File: config.mk
export PLATFORM = sky130hd
export DESIGN_NAME = imm_gen_stage_flat
export DESIGN_NICKNAME = d
export VERILOG_FILES = /design/src/rtl/imm_gen_stage_if.sv /design/src/rtl/imm_gen_stage.sv /design/src/flat_wrapper.sv
export SDC_FILE = /design/constraint.sdc
export NUM_CORES = 1
export LEC_CHECK = 0
export ABC_AREA = 1
export CAP_MARGIN = 20
export CORE_ASPECT_RATIO = 0.75
export CORE_MARGIN = 3
export CORE_UTILIZATION = 58
export CTS_CLUSTER_SIZE = 8
export DETAILED_ROUTE_END_ITERATION = 16
export MAX_ROUTING_LAYER = met4
export PLACE_DENSITY = 0.89
export SLEW_MARGIN = 20
export SYNTH_ARGS = -nofsm -noshare
export SYNTH_HDL_FRONTEND = slang
export SYNTH_SLANG_ARGS = --single-unit
File: constraint.sdc
create_clock -name clk -period 6 [get_ports clk]
set_input_delay 1.2 -clock clk [delete_from_list [all_inputs] [get_ports clk]]
set_output_delay 1.2 -clock clk [all_outputs]
set_load 0.1 [all_outputs]
File: src/rtl/imm_gen_stage_if.sv
// Handshake bundle for the immediate-generation stage: decode-side push,
// execute-side pop, plus flush and occupancy.
interface imm_gen_stage_if #(
  parameter int unsigned WIDTH = 32,
  parameter int unsigned DEPTH = 2
);
  localparam int unsigned CNT_W = $clog2(DEPTH) + 1;

  logic             flush;
  logic             in_valid;
  logic             in_ready;
  logic [31:0]      in_instr;
  logic [2:0]       in_sel;
  logic [WIDTH-1:0] in_pc;
  logic             out_valid;
  logic             out_ready;
  logic [WIDTH-1:0] out_imm;
  logic [WIDTH-1:0] out_target;
  logic [2:0]       out_sel;
  logic             out_illegal;
  logic [CNT_W-1:0] count;

  modport master (
    output flush, in_valid, in_instr, in_sel, in_pc, out_ready,
    input  in_ready, out_valid, out_imm, out_target, out_sel, out_illegal, count
  );

  modport slave (
    input  flush, in_valid, in_instr, in_sel, in_pc, out_ready,
    output in_ready, out_valid, out_imm, out_target, out_sel, out_illegal, count
  );
endinterface

File: src/rtl/imm_gen_stage.sv
// RV32I immediate generation and PC-relative target computation, buffered in
// a small in-order queue between decode and execute.
module imm_gen_stage #(
  parameter int unsigned WIDTH       = 32,
  parameter int unsigned DEPTH       = 2,
  parameter int unsigned LINK_OFFSET = 4
) (
  input  logic            clk,
  input  logic            rst,
  imm_gen_stage_if.slave  bus
);
  localparam int unsigned PTR_W = $clog2(DEPTH);
  localparam int unsigned CNT_W = PTR_W + 1;

  typedef struct packed {
    logic [WIDTH-1:0] imm;
    logic [WIDTH-1:0] target;
    logic [2:0]       sel;
    logic             illegal;
  } entry_t;

  logic [PTR_W-1:0] wr_ptr_q, wr_ptr_d;
  logic [PTR_W-1:0] rd_ptr_q, rd_ptr_d;
  logic [CNT_W-1:0] count_q, count_d;
  entry_t           mem_q [DEPTH];

  logic [WIDTH-1:0] imm_c;
  logic             illegal_c;
  entry_t           entry_c;
  entry_t           head_c;
  logic             in_ready_c;
  logic             out_valid_c;
  logic             push_c;
  logic             pop_c;
  logic             unused_opcode_c;

  // Opcode bits never feed an immediate.
  assign unused_opcode_c = ^bus.in_instr[6:0];

  // Immediate extraction per type select.
  always_comb begin
    imm_c     = '0;
    illegal_c = 1'b0;
    case (bus.in_sel)
      3'd0:    imm_c = WIDTH'($signed(bus.in_instr[31:20]));
      3'd1:    imm_c = WIDTH'(bus.in_instr[24:20]);
      3'd2:    imm_c = WIDTH'($signed({bus.in_instr[31:25], bus.in_instr[11:7]}));
      3'd3:    imm_c = WIDTH'($signed({bus.in_instr[31], bus.in_instr[7],
                                       bus.in_instr[30:25], bus.in_instr[11:8], 1'b0}));
      3'd4:    imm_c = WIDTH'($signed({bus.in_instr[31:12], 12'b0}));
      3'd5:    imm_c = WIDTH'($signed({bus.in_instr[31], bus.in_instr[19:12],
                                       bus.in_instr[20], bus.in_instr[30:21], 1'b0}));
      3'd6:    imm_c = WIDTH'(LINK_OFFSET);
      default: illegal_c = 1'b1;
    endcase
  end

  always_comb begin
    entry_c         = '0;
    entry_c.imm     = imm_c;
    entry_c.target  = bus.in_pc + imm_c;
    entry_c.sel     = bus.in_sel;
    entry_c.illegal = illegal_c;
  end

  assign in_ready_c  = (count_q < CNT_W'(DEPTH));
  assign out_valid_c = (count_q != '0);
  assign push_c      = bus.in_valid && in_ready_c && !bus.flush;
  assign pop_c       = out_valid_c && bus.out_ready && !bus.flush;

  // Pointer and occupancy next state; flush wins over any handshake.
  always_comb begin
    wr_ptr_d = wr_ptr_q;
    rd_ptr_d = rd_ptr_q;
    count_d  = count_q;
    if (bus.flush) begin
      wr_ptr_d = '0;
      rd_ptr_d = '0;
      count_d  = '0;
    end else begin
      if (push_c) wr_ptr_d = wr_ptr_q + PTR_W'(1);
      if (pop_c)  rd_ptr_d = rd_ptr_q + PTR_W'(1);
      case ({push_c, pop_c})
        2'b10:   count_d = count_q + CNT_W'(1);
        2'b01:   count_d = count_q - CNT_W'(1);
        default: count_d = count_q;
      endcase
    end
  end

  always_ff @(posedge clk or negedge rst) begin
    if (!rst) begin
      wr_ptr_q <= '0;
      rd_ptr_q <= '0;
      count_q  <= '0;
    end else begin
      wr_ptr_q <= wr_ptr_d;
      rd_ptr_q <= rd_ptr_d;
      count_q  <= count_d;
    end
  end

  // Payload storage carries no reset; the empty mask hides stale contents.
  always_ff @(posedge clk) begin
    if (push_c) mem_q[wr_ptr_q] <= entry_c;
  end

  assign head_c = out_valid_c ? mem_q[rd_ptr_q] : '0;

  assign bus.in_ready    = in_ready_c;
  assign bus.out_valid   = out_valid_c;
  assign bus.out_imm     = head_c.imm;
  assign bus.out_target  = head_c.target;
  assign bus.out_sel     = head_c.sel;
  assign bus.out_illegal = head_c.illegal;
  assign bus.count       = count_q;

endmodule

File: src/flat_wrapper.sv
// flat-port wrapper written by rule: the top's interface ports become plain ports
module imm_gen_stage_flat 
#(
  parameter int unsigned WIDTH       = 32,
  parameter int unsigned DEPTH       = 2,
  parameter int unsigned LINK_OFFSET = 4
)
  (clk, rst, bus_flush, bus_in_valid, bus_in_instr, bus_in_sel, bus_in_pc, bus_out_ready, bus_in_ready, bus_out_valid, bus_out_imm, bus_out_target, bus_out_sel, bus_out_illegal, bus_count);
  imm_gen_stage_if #(.WIDTH(WIDTH), .DEPTH(DEPTH)) bus_i ();
  input  logic clk;
  input  logic rst;
  input wire logic [$bits(bus_i.flush)-1:0] bus_flush;
  input wire logic [$bits(bus_i.in_valid)-1:0] bus_in_valid;
  input wire logic [$bits(bus_i.in_instr)-1:0] bus_in_instr;
  input wire logic [$bits(bus_i.in_sel)-1:0] bus_in_sel;
  input wire logic [$bits(bus_i.in_pc)-1:0] bus_in_pc;
  input wire logic [$bits(bus_i.out_ready)-1:0] bus_out_ready;
  output wire logic [$bits(bus_i.in_ready)-1:0] bus_in_ready;
  output wire logic [$bits(bus_i.out_valid)-1:0] bus_out_valid;
  output wire logic [$bits(bus_i.out_imm)-1:0] bus_out_imm;
  output wire logic [$bits(bus_i.out_target)-1:0] bus_out_target;
  output wire logic [$bits(bus_i.out_sel)-1:0] bus_out_sel;
  output wire logic [$bits(bus_i.out_illegal)-1:0] bus_out_illegal;
  output wire logic [$bits(bus_i.count)-1:0] bus_count;
  assign bus_i.flush = bus_flush;
  assign bus_i.in_valid = bus_in_valid;
  assign bus_i.in_instr = bus_in_instr;
  assign bus_i.in_sel = bus_in_sel;
  assign bus_i.in_pc = bus_in_pc;
  assign bus_i.out_ready = bus_out_ready;
  assign bus_in_ready = bus_i.in_ready;
  assign bus_out_valid = bus_i.out_valid;
  assign bus_out_imm = bus_i.out_imm;
  assign bus_out_target = bus_i.out_target;
  assign bus_out_sel = bus_i.out_sel;
  assign bus_out_illegal = bus_i.out_illegal;
  assign bus_count = bus_i.count;
  imm_gen_stage #(.WIDTH(WIDTH), .DEPTH(DEPTH), .LINK_OFFSET(LINK_OFFSET)) u_core (.clk(clk), .rst(rst), .bus(bus_i));
endmodule
== Word level (Yosys, flattened, before mapping) ==
Memory sizes are Yosys's and may differ from the RTL's.
Index checks and enable logic that the tools add are counted.
Storage, ports and cells
  bits in writable memories: 136
  output and inout port bits: 72
  bits in registers: 4
  input port bits: 72
  memories: 1
Cells by class
  equality and inequality tests: 8
  mux-type cells: 11
  reduce and logical (&&, ||, !) cells: 11
  $lt $le $gt $ge: 1
  add/sub/neg operators: 5
Memories
  u_core.mem_q: words 2, bits a word 68, rd ports 1, clocked after memory_dff 0, wr ports 1, RTL line imm_gen_stage.sv:25  | entry_t mem_q [DEPTH];
Operators by type and width (count)
  32-bit one-hot mux with 7 select lines: 1
  68-bit two-way mux: 1
  32-bit adder: 1
  3-bit == test (second input constant): 3
  1-bit two-way mux: 7
  7-bit OR reduction: 1
  3-bit by 2-bit == test with 1-bit output (second input constant): 2
  2-bit nonzero test: 3
  1-bit logical AND: 4
  2-bit one-hot mux with 2 select lines: 1
  3-bit by 1-bit == test with 1-bit output (second input constant): 1
  3-bit zero test: 1
  3-bit nonzero test: 1
  1-bit adder (second input constant): 2
  2-bit by 1-bit adder with 2-bit output (second input constant): 1
  2-bit by 1-bit == test with 1-bit output (second input constant): 1
  2-bit == test (second input constant): 1
  2-bit < comparator (second input constant): 1
  2-bit two-way mux: 1
  2-bit by 1-bit subtractor with 2-bit output (second input constant): 1
  1-bit zero test: 1

== Longest topological paths before layout ==
  depth in word-level cells: 6
  mapped depth: 19

== Worst setup path before layout ==
No wires, ideal clock.
  kind: register to register
  start: register u_core.count_q[1] (netlist: u_core.bus.count[1])
  end: memory u_core.mem_q[0][0] (netlist bit) (enable)
  clock period less this slack: 5.173 ns
  buffers on the path: 0
  cell stages (with the launch flop): 4
  data required time: 5.504 ns
  arrival: 4.677 ns
  slack: 0.827 ns
  library setup time: 0.496 ns
  cell sequence: dfrtp_1 > inv_1 > nand3_1 > nor2_1
On the way
  word-level cells in the longest chain between the ends: 5
RTL lines
  from (decl): RTL line imm_gen_stage.sv:24  | logic [CNT_W-1:0] count_q, count_d;
  from (signal assigned): RTL line imm_gen_stage.sv:99  | count_q <= count_d;
  2-bit < comparator: RTL line imm_gen_stage.sv:66  | assign in_ready_c = (count_q < CNT_W'(DEPTH));
  via bus_in_ready: RTL line flat_wrapper.sv:18  | output wire logic [$bits(bus_i.in_ready)-1:0] bus_in_ready;
  1-bit logical AND (2 in a row): RTL line imm_gen_stage.sv:68  | assign push_c = bus.in_valid && in_ready_c && !bus.flush;
  1-bit two-way mux: RTL line imm_gen_stage.sv:105  | if (push_c) mem_q[wr_ptr_q] <= entry_c;
  1-bit two-way mux (not written as such): RTL line imm_gen_stage.sv:105
  to (decl): RTL line imm_gen_stage.sv:25
The timed path passes the listed nets, and every way through them passes these cells.

==> run metrics <==
outcome complete, no violations; total grt overflow 0; DPL Wire Length 15,400 µm; vias per cell 5.42; R2R cell count 4; measured slew at the worst slew-check pin 1.07 ns; FF+latch count, synth 140; die height 107 µm; Top FF cell, synth edfxtp_1; WP data required 6.18 ns; vias in the first global route 6,469; top-level port count 144; Clock Power Share 0.194; cell depth of the worst min-delay path 1; Tot Pwr 0.00535 W; Initial Util 0.604; most common cell in the netlist nand2_1; TritonCTS Sinks 140; hold_buf cts 0; DIE WIDTH 141 µm; first-pass GRT wire length 33,400 µm; Worst-Skew Late Latency 0.43 ns; drt first pass iters 6; CTS tree done; crit path time final 4.69 ns; Sw Pwr 0.00292 W; largest net degree at the start of global routing 70; DRC Markers 0; Mean Syn Cell Area 8.13 µm²; CP max-delay cell o21ai_0; Die ar. 15,200 µm²; core area 13,200 µm²; Post-Syn Instances 980; Area contributors post-synth edfxtp_1 (51%), nand2_1 (19%), inv_1 (6.9%); Max VDD drop 0.000644 V; critical path's largest stage delay 0.72 ns; CP Cell Sequence clkdlybuf4s50_1, inv_1, nor2_1, nor2_1, o21ai_0, o21ai_0, ha_1, nand2_1, nor2_1, nand2_1, nor2_1, nand2_1, nand4_1, nand2_1; Final Hold Viols 0; H-tree depth 4; WL/cell 16.8 µm; Routed WL 21,800 µm; worst-path maximum fanout 11; Worst-path clk slew 0.07 ns; RSZ-0062 raised after global routing false; Logic pwr share 0.572; switching share of power 0.547; post-cts resize count 0; sequential fraction of the synthesis area 0.525; Seq pwr share 0.234; Setup violations, final 0; CP Launch Type primary input; I/O Buffers 136; pre-CTS setup slack 1.15 ns; Max Clk Rate 213 MHz; Post-synth top cells nand2_1 (397), inv_1 (146), edfxtp_1 (136); number of buffers created by CTS 17; CP Class in2reg; final worst setup slack 1.31 ns; critical path capture point type flop; CTS root buf clkbuf_16; worst clock skew 0.00873 ns; Max clock buf depth 2; Pwr Density 530 nW/µm²; Synth Net Count 1,084; asr flop ratio synth 0.0286; final period utilization 0.781; Worst slew margin 0.283; Netlist cell types 26; RePlAce Congestion 0.957; Fin Hold WS 0.608 ns; area of the mapped netlist 7970 µm²; Total Neg Setup Slack 0 ns; Pint 0.00242 W; max cap viols 0; Post-synth EDFFs 136; ANT cells 0; Antenna Nets Post-Route 0; Pins Over Slew Limit 0; total track usage 0.301; HP Class reg2reg; antenna violations before repair 0; fin nets 1,221; layout overhead on the synthesized area 26.6%; post-synth top area share 0.513; Synth Warn # 0; Arr. time, crit path 4.87 ns; via count 7,050; Final Util 0.764; Post-CTS Setup Bufs 0; Iteration-0 DRC Markers 800; share of layout cells above drive strength 1 0.0451; dominant cell type by area after synthesis edfxtp_1; row cnt 36; leakage power total 4.60 nW
[sequential cells by signal, summed over array words and instances (netlist names)]
name,flops
u_core.bus.count,2
u_core.rd_ptr_q,1
u_core.mem_q,136
u_core.wr_ptr_q,1
[power groups by stage]
| stage | combinational (W) | sequential [W] | clock [W] |
|---|---|---|---|
| floorplan | 0.00228 | 0.00132 | 0 |
| global placement | 0.00302 | 0.00126 | 0 |
| detailed placement | 0.00304 | 0.00127 | 0 |
| CTS | 0.00305 | 0.00125 | 0.00104 |
| global route | 0.00318 | 0.00126 | 0.00109 |
| finish | 0.00306 | 0.00125 | 0.00104 |
[routing by layer]
metal / part of all wire / track usage
met1: 0.41 / 0.421
met2: 0.46 / 0.449
met3: 0.11 / 0.0599
met4: 0.016 / 0.0968
met5: 0 / -
[metrics by stage]
stage,instances,cell area [µm²]
detailed placement,1269,9510
CTS,1301,10100
floorplan,980,7970
finish,1301,10100
global route,1301,10100
global placement,1269,9510
[cell type report]
class                      instances  area, µm²
timing repair buffer             142       1410
tap                              171        214
clock inverter                    15        154
clock buffer                      17        425
fill                             941       3110
inverter                         147        552
sequential                       140       4190
multi-input combinational        669       3150
[critical path, delay by kind of cell]
kind            cells  cell delay (ns)
fa+ha+maj           1             0.55
buf+inv             2             0.70
simple gates        9             1.21
compound gates      2             1.20
[path summary, 6_finish.rpt]
check	start	slack [ns]	to
setup / recovery	bus_in_sel[0]	1.31	u_core.mem_q[0][28]$_DFFE_PP_
hold reg to reg	u_core.bus.count[0]$_DFFE_PN0P_	0.61	u_core.bus.count[0]$_DFFE_PN0P_
hold / removal	u_core.bus.count[0]$_DFFE_PN0P_	0.61	u_core.bus.count[0]$_DFFE_PN0P_
max in group asynchronous	rst	4.84	u_core.rd_ptr_q$_DFFE_PN0P_
setup reg to reg	u_core.bus.count[1]$_DFFE_PN0P_	3.78	u_core.mem_q[1][20]$_DFFE_PP_
min in group asynchronous	rst	0.97	u_core.bus.count[1]$_DFFE_PN0P_
[placed cells by master (no fill, tap or decap), drive strengths merged, types with 17 or more instances in the layout]
cell type,count
a21oi,93
clkbuf,17
clkdlybuf4s50,136
edfxtp,136
ha,31
inv,155
nand2,404
nand3,35
nor2,55
o21ai,20
[logic make-up (layout without fill, tap and decap cells)]
| family | Yosys count | count (layout) | synth area share |
|---|---|---|---|
| flip-flops | 140 | 140 | 0.525 |
| buffers and inverters | 171 | 321 | 0.0820 |
| AO/OA/AOI/OAI | 118 | 118 | 0.0757 |
| adder cells (fa/ha/maj) | 32 | 32 | 0.0512 |
| AND/OR/NAND/NOR | 503 | 503 | 0.248 |
| XOR/XNOR | 16 | 16 | 0.0176 |
Note: power is estimated with default switching activity, not from simulation.
